File: config.mk
export PLATFORM = sky130hd
export DESIGN_NAME = br_resolve
export DESIGN_NICKNAME = d
export VERILOG_FILES = /design/src/rtl/bp_pkg.sv /design/src/rtl/pred_fifo.sv /design/src/rtl/br_resolve.sv
export SDC_FILE = /design/constraint.sdc
export NUM_CORES = 1
export LEC_CHECK = 0
export BUFFER_PORTS_ARGS = -buffer_cell sky130_fd_sc_hd__buf_2
export CAP_MARGIN = 25
export CORE_ASPECT_RATIO = 0.75
export CORE_MARGIN = 10
export CORE_UTILIZATION = 44
export DETAILED_ROUTE_END_ITERATION = 8
export SETUP_SLACK_MARGIN = 0.2
export SLEW_MARGIN = 20
export SYNTH_ARGS = -nofsm -noshare
export SYNTH_HDL_FRONTEND = slang
export SYNTH_SLANG_ARGS = --single-unit
File: constraint.sdc
create_clock -name clk -period 29.8 [get_ports clk]
set_input_delay 5.96 -clock clk [delete_from_list [all_inputs] [get_ports clk]]
set_output_delay 5.96 -clock clk [all_outputs]
set_load 0.01 [all_outputs]
File: src/rtl/bp_pkg.sv
// -----------------------------------------------------------------------------
// bp_pkg -- shared definitions for the branch-prediction feedback path.
//
// Contents:
//   PC_W          default PC width used by the predictor and resolver
//   OPC_JAL/JALR  RISC-V opcodes of the unconditional jumps
//   pred_entry_t  one queued prediction: {pc, pred_pc}
//   br_state_t    resolver FSM states: RUN, FLUSH
// -----------------------------------------------------------------------------
package bp_pkg;

  localparam int PC_W = 48;

  localparam logic [6:0] OPC_JAL  = 7'h6f;
  localparam logic [6:0] OPC_JALR = 7'h67;

  typedef struct packed {
    logic [PC_W-1:0] pc;       // PC of the predicted control-flow instruction
    logic [PC_W-1:0] pred_pc;  // next PC fetch chose for it
  } pred_entry_t;

  typedef enum logic {
    RUN   = 1'b0,
    FLUSH = 1'b1
  } br_state_t;

endpackage

File: src/rtl/pred_fifo.sv
// -----------------------------------------------------------------------------
// pred_fifo -- synchronous FIFO of in-flight predictions.
//
// Ports:
//   clk, n_reset  clock, asynchronous active-low reset
//   push, din     write din when push and not full
//   pop           drop the head entry when pop and not empty
//   clear         empty the FIFO; wins over push and pop in the same cycle
//   full, empty   occupancy flags (registered count, no bypass)
//   head          oldest entry; valid only while !empty
// -----------------------------------------------------------------------------
module pred_fifo #(
  parameter int  DEPTH = 8,
  parameter type T     = bp_pkg::pred_entry_t
) (
  input  logic clk,
  input  logic n_reset,
  input  logic push,
  input  logic pop,
  input  logic clear,
  input  T     din,
  output logic full,
  output logic empty,
  output T     head
);

  localparam int AW = $clog2(DEPTH);

  logic [AW-1:0] r_wr_ptr;
  logic [AW-1:0] r_rd_ptr;
  logic [AW:0]   r_count;   // one bit wider than the pointers: full vs empty
  T              r_mem [DEPTH];

  logic w_push;
  logic w_pop;

  assign w_push = push & ~full;
  assign w_pop  = pop & ~empty;

  // DEPTH is a power of two, so the pointers wrap by plain overflow.
  // NOTE: state registers use non-blocking (<=) so every flop samples the
  // pre-edge values of its neighbours, matching real hardware.
  always_ff @(posedge clk or negedge n_reset) begin
    if (!n_reset) begin
      r_wr_ptr <= '0;
      r_rd_ptr <= '0;
      r_count  <= '0;
    end else if (clear) begin
      r_wr_ptr <= '0;
      r_rd_ptr <= '0;
      r_count  <= '0;
    end else begin
      if (w_push) r_wr_ptr <= r_wr_ptr + AW'(1);
      if (w_pop)  r_rd_ptr <= r_rd_ptr + AW'(1);
      case ({w_push, w_pop})
        2'b10:   r_count <= r_count + (AW+1)'(1);
        2'b01:   r_count <= r_count - (AW+1)'(1);
        default: r_count <= r_count;
      endcase
    end
  end

  // NOTE: the storage array has no reset; occupancy is tracked by r_count,
  // so stale contents are never observed and the RAM stays reset-free.
  always_ff @(posedge clk) begin
    if (w_push && !clear) r_mem[r_wr_ptr] <= din;
  end

  assign full  = (r_count == (AW+1)'(DEPTH));
  assign empty = (r_count == '0);
  assign head  = r_mem[r_rd_ptr];

endmodule

File: src/rtl/br_resolve.sv
// -----------------------------------------------------------------------------
// br_resolve -- execute-stage branch resolution unit.
//
// Queues every prediction fetch makes, compares each one in program order
// against the execute-stage outcome and, on a mismatch, redirects the
// predictor and holds the pipeline flushed for FLUSH_CYCLES cycles.
//
// Ports:
//   clk, n_reset                  clock, asynchronous active-low reset
//   enq_valid/ready, enq_pc,
//   enq_pred_pc                   prediction from fetch
//   res_valid/ready, res_pc,
//   res_target, res_taken         resolved outcome from execute
//   ext_flush                     exception/trap flush pulse
//   mispred                       one-cycle mispredict pulse
//   flush                         pipeline flush, high FLUSH_CYCLES cycles
//   correct_pc, index_pc          actual next PC / PC of last mispredict
//   sync_err                      one-cycle pulse: res_pc != queued pc
//   branch_cnt, mispred_cnt       saturating statistics
// -----------------------------------------------------------------------------
module br_resolve #(
  parameter int DEPTH        = 8,
  parameter int PC_W         = 48,
  parameter int FLUSH_CYCLES = 2,
  parameter int CNT_W        = 32
) (
  input  logic             clk,
  input  logic             n_reset,
  input  logic             enq_valid,
  output logic             enq_ready,
  input  logic [PC_W-1:0]  enq_pc,
  input  logic [PC_W-1:0]  enq_pred_pc,
  input  logic             res_valid,
  output logic             res_ready,
  input  logic [PC_W-1:0]  res_pc,
  input  logic [PC_W-1:0]  res_target,
  input  logic             res_taken,
  input  logic             ext_flush,
  output logic             mispred,
  output logic             flush,
  output logic [PC_W-1:0]  correct_pc,
  output logic [PC_W-1:0]  index_pc,
  output logic             sync_err,
  output logic [CNT_W-1:0] branch_cnt,
  output logic [CNT_W-1:0] mispred_cnt
);

  import bp_pkg::*;

  // Same layout as pred_entry_t, sized to this instance's PC_W.
  typedef struct packed {
    logic [PC_W-1:0] pc;
    logic [PC_W-1:0] pred_pc;
  } entry_t;

  // The countdown holds "remaining flush cycles - 1".
  localparam int               FC_W    = (FLUSH_CYCLES > 1) ? $clog2(FLUSH_CYCLES) : 1;
  localparam logic [FC_W-1:0]  FC_LOAD = FC_W'(FLUSH_CYCLES - 1);

  br_state_t       r_state;
  br_state_t       w_state_nxt;
  logic [FC_W-1:0] r_flush_cnt;
  logic [FC_W-1:0] w_flush_cnt_nxt;

  logic            w_full;
  logic            w_empty;
  entry_t          w_head;
  entry_t          w_enq_entry;

  logic            w_enq_fire;
  logic            w_res_fire;
  logic [PC_W-1:0] w_actual;
  logic            w_pc_err;
  logic            w_tgt_err;
  logic            w_mis;
  logic            w_match;
  logic            w_clear;

  // ---------------------------------------------------------------------------
  // Prediction queue
  // ---------------------------------------------------------------------------
  assign w_enq_entry = '{pc: enq_pc, pred_pc: enq_pred_pc};

  pred_fifo #(
    .DEPTH (DEPTH),
    .T     (entry_t)
  ) u_fifo (
    .clk     (clk),
    .n_reset (n_reset),
    .push    (w_enq_fire),
    .pop     (w_match),
    .clear   (w_clear),
    .din     (w_enq_entry),
    .full    (w_full),
    .empty   (w_empty),
    .head    (w_head)
  );

  // ---------------------------------------------------------------------------
  // Compare against the head entry
  // ---------------------------------------------------------------------------
  assign w_enq_fire = enq_valid & enq_ready;
  assign w_res_fire = res_valid & res_ready;

  // Fall-through wraps modulo 2^PC_W.
  assign w_actual  = res_taken ? res_target : res_pc + PC_W'(4);
  assign w_pc_err  = (res_pc != w_head.pc);
  assign w_tgt_err = (w_actual != w_head.pred_pc);

  // ext_flush discards a resolution offered in the same cycle.
  assign w_mis   = w_res_fire & ~ext_flush & (w_pc_err | w_tgt_err);
  assign w_match = w_res_fire & ~ext_flush & ~(w_pc_err | w_tgt_err);
  assign w_clear = ext_flush | w_mis;

  // ---------------------------------------------------------------------------
  // FSM: state register
  // ---------------------------------------------------------------------------
  always_ff @(posedge clk or negedge n_reset) begin
    if (!n_reset) begin
      r_state     <= RUN;
      r_flush_cnt <= '0;
    end else begin
      r_state     <= w_state_nxt;
      r_flush_cnt <= w_flush_cnt_nxt;
    end
  end

  // FSM: next state. A mispredict or ext_flush (re)starts the countdown.
  // NOTE: every signal driven here gets a default first, so no path leaves
  // it unassigned and no latch is inferred.
  always_comb begin
    w_state_nxt     = r_state;
    w_flush_cnt_nxt = r_flush_cnt;
    case (r_state)
      RUN: begin
        if (w_clear) begin
          w_state_nxt     = FLUSH;
          w_flush_cnt_nxt = FC_LOAD;
        end
      end
      FLUSH: begin
        if (ext_flush) begin
          w_flush_cnt_nxt = FC_LOAD;
        end else if (r_flush_cnt == '0) begin
          w_state_nxt = RUN;
        end else begin
          w_flush_cnt_nxt = r_flush_cnt - FC_W'(1);
        end
      end
      default: begin
        w_state_nxt     = RUN;
        w_flush_cnt_nxt = '0;
      end
    endcase
  end

  // FSM: outputs. Handshakes close while flushing; full blocks enqueue even
  // if a pop happens in the same cycle.
  always_comb begin
    flush     = 1'b0;
    enq_ready = 1'b0;
    res_ready = 1'b0;
    case (r_state)
      RUN: begin
        enq_ready = ~w_full;
        res_ready = ~w_empty;
      end
      FLUSH:   flush = 1'b1;
      default: flush = 1'b0;
    endcase
  end

  // ---------------------------------------------------------------------------
  // Redirect pulses, redirect PCs and statistics
  // ---------------------------------------------------------------------------
  always_ff @(posedge clk or negedge n_reset) begin
    if (!n_reset) begin
      mispred     <= 1'b0;
      sync_err    <= 1'b0;
      correct_pc  <= '0;
      index_pc    <= '0;
      branch_cnt  <= '0;
      mispred_cnt <= '0;
    end else begin
      mispred  <= w_mis;
      sync_err <= w_mis & w_pc_err;
      if (w_mis) begin
        correct_pc <= w_actual;
        index_pc   <= res_pc;
      end
      if ((w_match || w_mis) && !(&branch_cnt)) branch_cnt  <= branch_cnt + CNT_W'(1);
      if (w_mis && !(&mispred_cnt))             mispred_cnt <= mispred_cnt + CNT_W'(1);
    end
  end

endmodule

==> run_summary.xml, run 1 <==
<?xml version="1.0" encoding="UTF-8"?>
<metrics>
  <group name="synthesis">
    <metric name="synthDistinctLibCells" unit="">69</metric>
    <metric name="synth_async_sr_flop_share" unit="">0.185</metric>
    <metric name="ys_ff_latch" unit="">942</metric>
    <metric name="yosysSeqAreaShare" unit="">0.701</metric>
    <metric name="yosys_most_used_dff" unit="">sky130_fd_sc_hd__edfxtp_1</metric>
    <metric name="syn_avg_cell_area" unit="µm²">17.2</metric>
    <metric name="synth_enable_flop_cells" unit="">768</metric>
    <metric name="synthesis.area" unit="µm²">39100</metric>
    <metric name="synth_cells" unit="">2278</metric>
    <metric name="synthesis.nets" unit="">2485</metric>
    <metric name="warnings_synthesis" unit="">0</metric>
  </group>
  <group name="worst_setup_path">
    <metric name="critPathBufInv" unit="">2</metric>
    <metric name="worst_setup_path_start_kind" unit="">input port</metric>
    <metric name="worstSetupPathType" unit="">input port to flop</metric>
    <metric name="timing.critical_path.max_delay_family" unit="">simple AND/OR/NAND/NOR gates</metric>
    <metric name="crit_arrival" unit="ps">11270</metric>
    <metric name="endpoint_kind" unit="">flop</metric>
    <metric name="critPathMostFrequentCell" unit="">sky130_fd_sc_hd__or3_1</metric>
    <metric name="critical_path_peak_fanout" unit="">52</metric>
    <metric name="cp_cell_sequence" unit="">buf_2 &gt; nand3_1 &gt; or4_1 &gt; or3_1 &gt; a31o_2 &gt; xor2_1 &gt; a2111oi_0 &gt; nand4_1 &gt; or3_1 &gt; o21ai_4 &gt; nand3b_2 &gt; nor2_4 &gt; buf_4</metric>
    <metric name="reg2reg_setup_slack" unit="ps">22800</metric>
    <metric name="cpMaxStageDelayCell" unit="">sky130_fd_sc_hd__or4_1</metric>
    <metric name="r2r_start" unit="">u_fifo.r_rd_ptr[2]</metric>
    <metric name="cp_slowest_stage_delay" unit="ps">810</metric>
    <metric name="critPathRequiredTime" unit="ps">30080</metric>
    <metric name="worst_r2r_endpoint" unit="">u_fifo.r_mem[4][62]</metric>
    <metric name="worst-r2r-cell-count" unit="">15</metric>
  </group>
  <group name="place">
    <metric name="final_gp_congestion" unit="">0.887</metric>
    <metric name="io_buffers" unit="">362</metric>
    <metric name="preCtsSetupSlack" unit="ps">18230</metric>
    <metric name="place_hpwl" unit="µm">78800</metric>
    <metric name="place_inst" unit="">3705</metric>
  </group>
  <group name="cts">
    <metric name="cts_num_sinks" unit="">942</metric>
    <metric name="worstSkewPairLatency" unit="ps">680</metric>
    <metric name="cts_resized" unit="">0</metric>
    <metric name="root_buffer" unit="">sky130_fd_sc_hd__clkbuf_16</metric>
    <metric name="post_cts_buffers" unit="">0</metric>
    <metric name="cts.reportedPaths.clkPinSlew" unit="ps">60</metric>
    <metric name="tritoncts" unit="">built</metric>
    <metric name="numCtsBuffers" unit="">92</metric>
    <metric name="cts.path.max_buffers" unit="">3</metric>
    <metric name="h-tree-depth" unit="">3</metric>
    <metric name="cts_hold_buffers" unit="">0</metric>
  </group>
  <group name="floorplan">
    <metric name="die_area" unit="µm²">101000</metric>
    <metric name="num_rows" unit="">94</metric>
    <metric name="placeableCoreArea" unit="µm²">87900</metric>
    <metric name="fp.dieW" unit="µm">364</metric>
    <metric name="io-pin-count" unit="">363</metric>
    <metric name="dieHeight" unit="µm">278</metric>
    <metric name="initial_utilization" unit="">0.445</metric>
  </group>
  <group name="detailed_routing">
    <metric name="num_vias" unit="">22800</metric>
    <metric name="drt_iter0_drc" unit="">2666</metric>
    <metric name="wl" unit="µm">115000</metric>
    <metric name="wl_per_cell" unit="µm">29.5</metric>
    <metric name="drc" unit="">0</metric>
    <metric name="antenna_left" unit="">0</metric>
    <metric name="viasPerCell" unit="">5.85</metric>
    <metric name="drt_pre_antenna_iters" unit="">5</metric>
  </group>
  <group name="global_route">
    <metric name="grt_antenna_before_repair" unit="">40</metric>
    <metric name="globalRouteTotalUtil" unit="">0.224</metric>
    <metric name="wire_length_of_the_first_global_routing_pass" unit="µm">166000</metric>
    <metric name="grt_pass1_vias" unit="">22600</metric>
    <metric name="global_route.overflow_total" unit="">0</metric>
    <metric name="grt_max_degree" unit="">172</metric>
  </group>
  <group name="final_layout">
    <metric name="layout.cells.most_common_list" unit="">sky130_fd_sc_hd__edfxtp_1, sky130_fd_sc_hd__buf_2, sky130_fd_sc_hd__dfrtp_1</metric>
    <metric name="filler_cell_count" unit="">7109</metric>
    <metric name="fin_nets" unit="">2855</metric>
    <metric name="flow.area_growth_from_synthesis" unit="%">16.4</metric>
    <metric name="multiInputGateArea" unit="µm²">11000</metric>
    <metric name="seq_area" unit="µm²">27400</metric>
    <metric name="final_layout_size_suffix_gt1_frac" unit="">0.292</metric>
    <metric name="final_core_util" unit="">0.518</metric>
    <metric name="layout_commonest_cell" unit="">sky130_fd_sc_hd__edfxtp_1</metric>
    <metric name="final_cells" unit="">3891</metric>
  </group>
  <group name="power_and_ir_drop">
    <metric name="leakage" unit="nW">16.0</metric>
    <metric name="pwr-share-seq" unit="">0.512</metric>
    <metric name="power.density" unit="nW/µm²">64.3</metric>
    <metric name="internal-power" unit="mW">2.26</metric>
    <metric name="share_comb_of_total_power" unit="">0.065</metric>
    <metric name="switchingPower" unit="µW">664</metric>
    <metric name="switching_share" unit="">0.227</metric>
    <metric name="power_frac_clock" unit="">0.423</metric>
    <metric name="worst_ir_drop_vdd" unit="mV">0.0411</metric>
  </group>
  <group name="min_path">
    <metric name="timing.hold.worst.start" unit="">index_pc[39]</metric>
    <metric name="holdPathStages" unit="">2</metric>
    <metric name="hold_path.class" unit="">flop to flop</metric>
    <metric name="timing.hold.worst_endpoint" unit="">index_pc[39]</metric>
  </group>
  <group name="job">
    <metric name="max-cap-violations" unit="">0</metric>
  </group>
  <group name="timing">
    <metric name="setup_viol_count_final" unit="">0</metric>
    <metric name="min_period" unit="ps">10990</metric>
    <metric name="achievable-frequency" unit="MHz">91.0</metric>
    <metric name="grt_setup_unrepaired" unit="">no</metric>
    <metric name="fin_tns_setup" unit="ps">0</metric>
    <metric name="final_hold_fails" unit="">0</metric>
    <metric name="tcrit_tclk_final" unit="">0.369</metric>
    <metric name="fin_worst_skew" unit="ps">35.9</metric>
    <metric name="slew_headroom" unit="">0.228</metric>
    <metric name="max_slew.worst_pin.slew" unit="ps">1150</metric>
    <metric name="worst_slack" unit="ps">18810</metric>
    <metric name="number_of_slew_limit_violations_in_the_final_report" unit="">0</metric>
  </group>
  <group name="status">
    <metric name="outcome" unit="">finished clean</metric>
  </group>
</metrics>
==> Yosys cell counts, types with 15 or more instances <==
master                     count  share of area
sky130_fd_sc_hd__dfrtp_1     174           0.11
sky130_fd_sc_hd__nor4_1       36         0.0058
sky130_fd_sc_hd__nor3_1       30         0.0038
sky130_fd_sc_hd__o31ai_1      19         0.0036
sky130_fd_sc_hd__nand4_1      50         0.0080
sky130_fd_sc_hd__inv_1        22         0.0021
sky130_fd_sc_hd__nand2b_1     29         0.0046
sky130_fd_sc_hd__nand2_1     134          0.013
sky130_fd_sc_hd__edfxtp_1    768           0.59
sky130_fd_sc_hd__and3_1       23         0.0037
sky130_fd_sc_hd__mux4_2      152          0.088
sky130_fd_sc_hd__and4_1       15         0.0034
sky130_fd_sc_hd__a221oi_1     16         0.0036
sky130_fd_sc_hd__nor2_1       59         0.0057
sky130_fd_sc_hd__mux2_2       78          0.022
sky130_fd_sc_hd__xor2_1       75          0.017
sky130_fd_sc_hd__o21ai_0      52         0.0067
sky130_fd_sc_hd__buf_4        19         0.0036
sky130_fd_sc_hd__nand3_1      41         0.0053
sky130_fd_sc_hd__clkbuf_1     36         0.0035
sky130_fd_sc_hd__mux2i_1     139          0.036
sky130_fd_sc_hd__buf_2        44         0.0056
sky130_fd_sc_hd__xnor2_1      99          0.022
sky130_fd_sc_hd__buf_1        17         0.0016
==> how the worst max path moves through the flow <==
stage / startpoint / endpoint / cells after the start
after global placement: res_pc[2] / u_fifo.r_mem[4][79] / 14
after floorplan: res_pc[7] / u_fifo.r_mem[0][0] / 15
final: res_pc[4] / u_fifo.r_mem[4][62] / 13
after CTS: res_pc[4] / u_fifo.r_mem[4][69] / 13
after global routing: res_pc[2] / u_fifo.r_mem[4][53] / 14
after detailed placement: res_pc[2] / u_fifo.r_mem[4][79] / 14
==> metrics by stage <==
stage / area (µm²) / total power [mW] / hold WS, ps
finish: 45500 / 2.93 / 477
global route: 45500 / 3.02 / 499
floorplan: 39100 / 1.59 / 463
global placement: 42100 / 1.71 / 459
detailed placement: 42200 / 1.72 / 470
CTS: 45400 / 2.95 / 480
==> power groups by stage <==
| stage | Sequential [mW] | Clock, mW | Combinational [mW] |
|---|---|---|---|
| final | 1.50 | 1.24 | 0.189 |
| after global routing | 1.50 | 1.31 | 0.205 |
| after CTS | 1.50 | 1.26 | 0.191 |
| after detailed placement | 1.53 | 0 | 0.190 |
| after global placement | 1.52 | 0 | 0.187 |
| after floorplan | 1.53 | 0 | 0.0638 |
==> layout make-up <==
cell class                 instances  area share
inverter                          23     0.00190
multi-input combinational       1192       0.243
clock buffer                     127      0.0564
antenna                           12    0.000660
clock inverter                    46      0.0149
timing repair buffer             397      0.0485
tap                             1152      0.0317
sequential                       942       0.603
==> sequential cells by signal, indices dropped and copies added (netlist names) <==
register	flops
u_fifo.r_rd_ptr	3
u_fifo.r_wr_ptr	3
r_state	1
mispred	1
mispred_cnt	32
r_flush_cnt	1
u_fifo.r_count	4
index_pc	48
u_fifo.r_mem	768
correct_pc	48
branch_cnt	32
sync_err	1
==> layer usage <==
| metal | GRT usage | wire [µm] | up-vias |
|---|---|---|---|
| li1 | - | - | 9731 |
| met1 | 0.324 | 49200 | 11800 |
| met2 | 0.334 | 51000 | 1040 |
| met3 | 0.0685 | 12500 | 176 |
| met4 | 0.0436 | 2020 | 40 |
| met5 | 0 | 239 | - |
==> kinds of logic (layout without fill, tap and decap cells) <==
kind of cell / Yosys count / in the layout / synth area share
flip-flops: 942 / 942 / 0.701
AND/OR/NAND/NOR: 470 / 470 / 0.0633
multiplexers: 369 / 369 / 0.146
XOR/XNOR: 174 / 174 / 0.0390
AO/OA/AOI/OAI: 170 / 170 / 0.0297
buffers and inverters: 144 / 593 / 0.0178
adder cells (fa/ha/maj): 9 / 9 / 0.00307
other: 0 / 12 / 0
==> worst register-to-register path: cells and delay by family, from the launching register on <==
family                 cells  cell delay [ps]
AND/OR/NAND/NOR            7             2230
flip-flops                 1              750
XOR/XNOR                   1              180
buffers and inverters      4             2400
AO/OA/AOI/OAI              3              930
(Power assumes the default switching activity.)
==> run 2: changes to the inputs <==
- clock period: 29.8 -> 11.05 ns (I/O delays scaled with it)
==> run_summary.xml, run 2 (synthesis results as in run 1) <==
<?xml version="1.0" encoding="UTF-8"?>
<metrics>
  <group name="detailed_routing">
    <metric name="num_vias" unit="">22800</metric>
    <metric name="wl" unit="µm">115000</metric>
    <metric name="drt_iter0_drc" unit="">2779</metric>
    <metric name="wl_per_cell" unit="µm">29.6</metric>
    <metric name="drt_pre_antenna_iters" unit="">8</metric>
    <metric name="antenna_left" unit="">0</metric>
    <metric name="drc" unit="">0</metric>
    <metric name="viasPerCell" unit="">5.86</metric>
  </group>
  <group name="place">
    <metric name="place_hpwl" unit="µm">76800</metric>
    <metric name="placed_cell_area" unit="µm²">42200</metric>
    <metric name="place_inst" unit="">3698</metric>
    <metric name="final_gp_congestion" unit="">0.922</metric>
    <metric name="io_buffers" unit="">362</metric>
  </group>
  <group name="final_layout">
    <metric name="fin_nets" unit="">2849</metric>
    <metric name="layout_top_registers" unit="">u_fifo.r_mem x768, correct_pc x48, index_pc x48</metric>
    <metric name="final_design_area_no_fill" unit="µm²">45200</metric>
    <metric name="filler_cell_count" unit="">7194</metric>
    <metric name="registers.top_by_ff_count" unit="">u_fifo.r_mem</metric>
    <metric name="layout_commonest_cell" unit="">sky130_fd_sc_hd__edfxtp_1</metric>
    <metric name="largest_register_ffs" unit="">768</metric>
    <metric name="final_cells" unit="">3886</metric>
    <metric name="flow.area_growth_from_synthesis" unit="%">15.8</metric>
    <metric name="layout.cells.most_common_list" unit="">sky130_fd_sc_hd__edfxtp_1, sky130_fd_sc_hd__buf_2, sky130_fd_sc_hd__dfrtp_1</metric>
    <metric name="final_layout_size_suffix_gt1_frac" unit="">0.284</metric>
  </group>
  <group name="timing">
    <metric name="slew_headroom" unit="">0.378</metric>
    <metric name="setup_viol_count_final" unit="">0</metric>
    <metric name="tcrit_tclk_final" unit="">0.686</metric>
    <metric name="number_of_slew_limit_violations_in_the_final_report" unit="">0</metric>
    <metric name="min_period" unit="ps">7580</metric>
    <metric name="max_slew.worst_pin.slew" unit="ps">932</metric>
    <metric name="achievable-frequency" unit="MHz">132</metric>
    <metric name="final_hold_fails" unit="">0</metric>
    <metric name="fin_tns_setup" unit="ps">0</metric>
    <metric name="fin_worst_skew" unit="ps">29.8</metric>
    <metric name="grt_setup_unrepaired" unit="">no</metric>
    <metric name="hold_ws" unit="ps">475</metric>
  </group>
  <group name="worst_setup_path">
    <metric name="cpMaxStageDelayCell" unit="">sky130_fd_sc_hd__nor4_1</metric>
    <metric name="endpoint_kind" unit="">flop</metric>
    <metric name="worst-r2r-cell-count" unit="">12</metric>
    <metric name="worst_setup_path_start_kind" unit="">input port</metric>
    <metric name="worst_r2r_endpoint" unit="">u_fifo.r_mem[0][63]</metric>
    <metric name="worstSetupPathType" unit="">input port to flop</metric>
    <metric name="crit_end" unit="">u_fifo.r_mem[0][63]</metric>
    <metric name="cp_cell_sequence" unit="">buf_2 &gt; ha_1 &gt; nand2_1 &gt; nor4_1 &gt; nand2_1 &gt; nor4_1 &gt; nor4_1 &gt; a2111oi_0 &gt; nand4_1 &gt; or3_1 &gt; o21ai_4 &gt; nand3b_2 &gt; nor4_4 &gt; buf_12</metric>
    <metric name="reg2reg_setup_slack" unit="ps">4030</metric>
    <metric name="crit_arrival" unit="ps">7860</metric>
    <metric name="critPathMostFrequentCell" unit="">sky130_fd_sc_hd__nor4_1</metric>
    <metric name="critical_path_peak_fanout" unit="">86</metric>
    <metric name="critPathRequiredTime" unit="ps">11330</metric>
    <metric name="r2r_start" unit="">u_fifo.r_rd_ptr[1]</metric>
    <metric name="cp_slowest_stage_delay" unit="ps">730</metric>
    <metric name="setup.worst_path.start" unit="">res_pc[2]</metric>
  </group>
  <group name="cts">
    <metric name="post_cts_buffers" unit="">0</metric>
    <metric name="cts_num_sinks" unit="">942</metric>
    <metric name="numCtsBuffers" unit="">93</metric>
    <metric name="cts.reportedPaths.clkPinSlew" unit="ps">60</metric>
    <metric name="tritoncts" unit="">built</metric>
    <metric name="cts_resized" unit="">0</metric>
    <metric name="root_buffer" unit="">sky130_fd_sc_hd__clkbuf_16</metric>
    <metric name="worstSkewPairLatency" unit="ps">670</metric>
    <metric name="cts_hold_buffers" unit="">0</metric>
    <metric name="h-tree-depth" unit="">3</metric>
    <metric name="cts.path.max_buffers" unit="">3</metric>
  </group>
  <group name="power_and_ir_drop">
    <metric name="power.density" unit="nW/µm²">171</metric>
    <metric name="leakage" unit="nW">15.9</metric>
    <metric name="total_power" unit="mW">7.72</metric>
    <metric name="worst_ir_drop_vdd" unit="mV">0.133</metric>
  </group>
  <group name="floorplan">
    <metric name="dieHeight" unit="µm">278</metric>
    <metric name="io-pin-count" unit="">363</metric>
    <metric name="fp.dieW" unit="µm">364</metric>
    <metric name="num_rows" unit="">94</metric>
    <metric name="die_area" unit="µm²">101000</metric>
    <metric name="placeableCoreArea" unit="µm²">87900</metric>
    <metric name="initial_utilization" unit="">0.445</metric>
  </group>
  <group name="job">
    <metric name="max-cap-violations" unit="">0</metric>
  </group>
  <group name="global_route">
    <metric name="grt_max_degree" unit="">172</metric>
    <metric name="wire_length_of_the_first_global_routing_pass" unit="µm">162000</metric>
    <metric name="globalRouteTotalUtil" unit="">0.221</metric>
    <metric name="global_route.overflow_total" unit="">0</metric>
    <metric name="grt_pass1_vias" unit="">22100</metric>
    <metric name="grt_antenna_before_repair" unit="">36</metric>
  </group>
  <group name="status">
    <metric name="outcome" unit="">finished clean</metric>
  </group>
  <group name="min_path">
    <metric name="hold_path.class" unit="">flop to flop</metric>
  </group>
</metrics>
run 2: cell types whose count changed in the layout (fill, tap and decap cells not counted), sizes merged:
cell      change
clkbuf       +10
buf           -7
bufinv        -6
clkinvlp      -3
diode         +2
inv           -1
run 2: per-stage QoR:
step,setup WS (ps),util
2_1_floorplan,1050,-
3_3_place_gp,3080,0.480
3_5_place_dp,3020,0.480
4_1_cts,3700,0.514
5_1_grt,3180,0.515
6_report,3470,0.515
run 2: power by group:
| part | leakage, nW | internal [mW] | switching [mW] | total [mW] |
|---|---|---|---|---|
| Sequential | 9.25 | 3.95 | 0.0956 | 4.04 |
| Clock | 1.48 | 1.84 | 1.34 | 3.17 |
| Combinational | 5.17 | 0.188 | 0.322 | 0.510 |
| Total | 15.9 | 5.97 | 1.75 | 7.72 |
run 2: metal layers:
| metal | GRT usage | vias to the layer above | part of all wire |
|---|---|---|---|
| met1 | 0.322 | 11800 | 0.43 |
| met2 | 0.318 | 1060 | 0.43 |
| met5 | 0 | - | 0.0019 |
| met4 | 0.0599 | 32 | 0.024 |
| met3 | 0.0688 | 197 | 0.11 |
| li1 | - | 9718 | - |
run 2: critical path, delay by kind of cell:
family,cells,cell delay [ps]
compound gates,2,850
buf+inv,2,660
fa+ha+maj,1,410
simple gates,9,3470
run 2: area by class of cell:
class / instances / area, µm² / area share
Sequential cell: 942 / 27400 / 0.606
Multi-Input combinational cell: 1192 / 11100 / 0.244
Clock buffer: 137 / 2630 / 0.0580
Timing Repair Buffer: 390 / 2170 / 0.0479
Tap cell: 1152 / 1440 / 0.0319
Clock inverter: 36 / 403 / 0.00890
Inverter: 23 / 86.3 / 0.00191
Antenna cell: 14 / 35.0 / 0.000774
run 2: how the worst min path moves through the flow:
stage / cells past startpoint / slack (ps) / endpoint / from
2_1_floorplan: 1 / 460 / r_state / r_flush_cnt
3_3_place_gp: 2 / 460 / correct_pc[3] / correct_pc[3]
3_5_place_dp: 2 / 470 / correct_pc[6] / correct_pc[6]
4_1_cts: 2 / 480 / correct_pc[6] / correct_pc[6]
5_1_grt: 2 / 500 / correct_pc[6] / correct_pc[6]
6_report: 2 / 470 / correct_pc[6] / correct_pc[6]
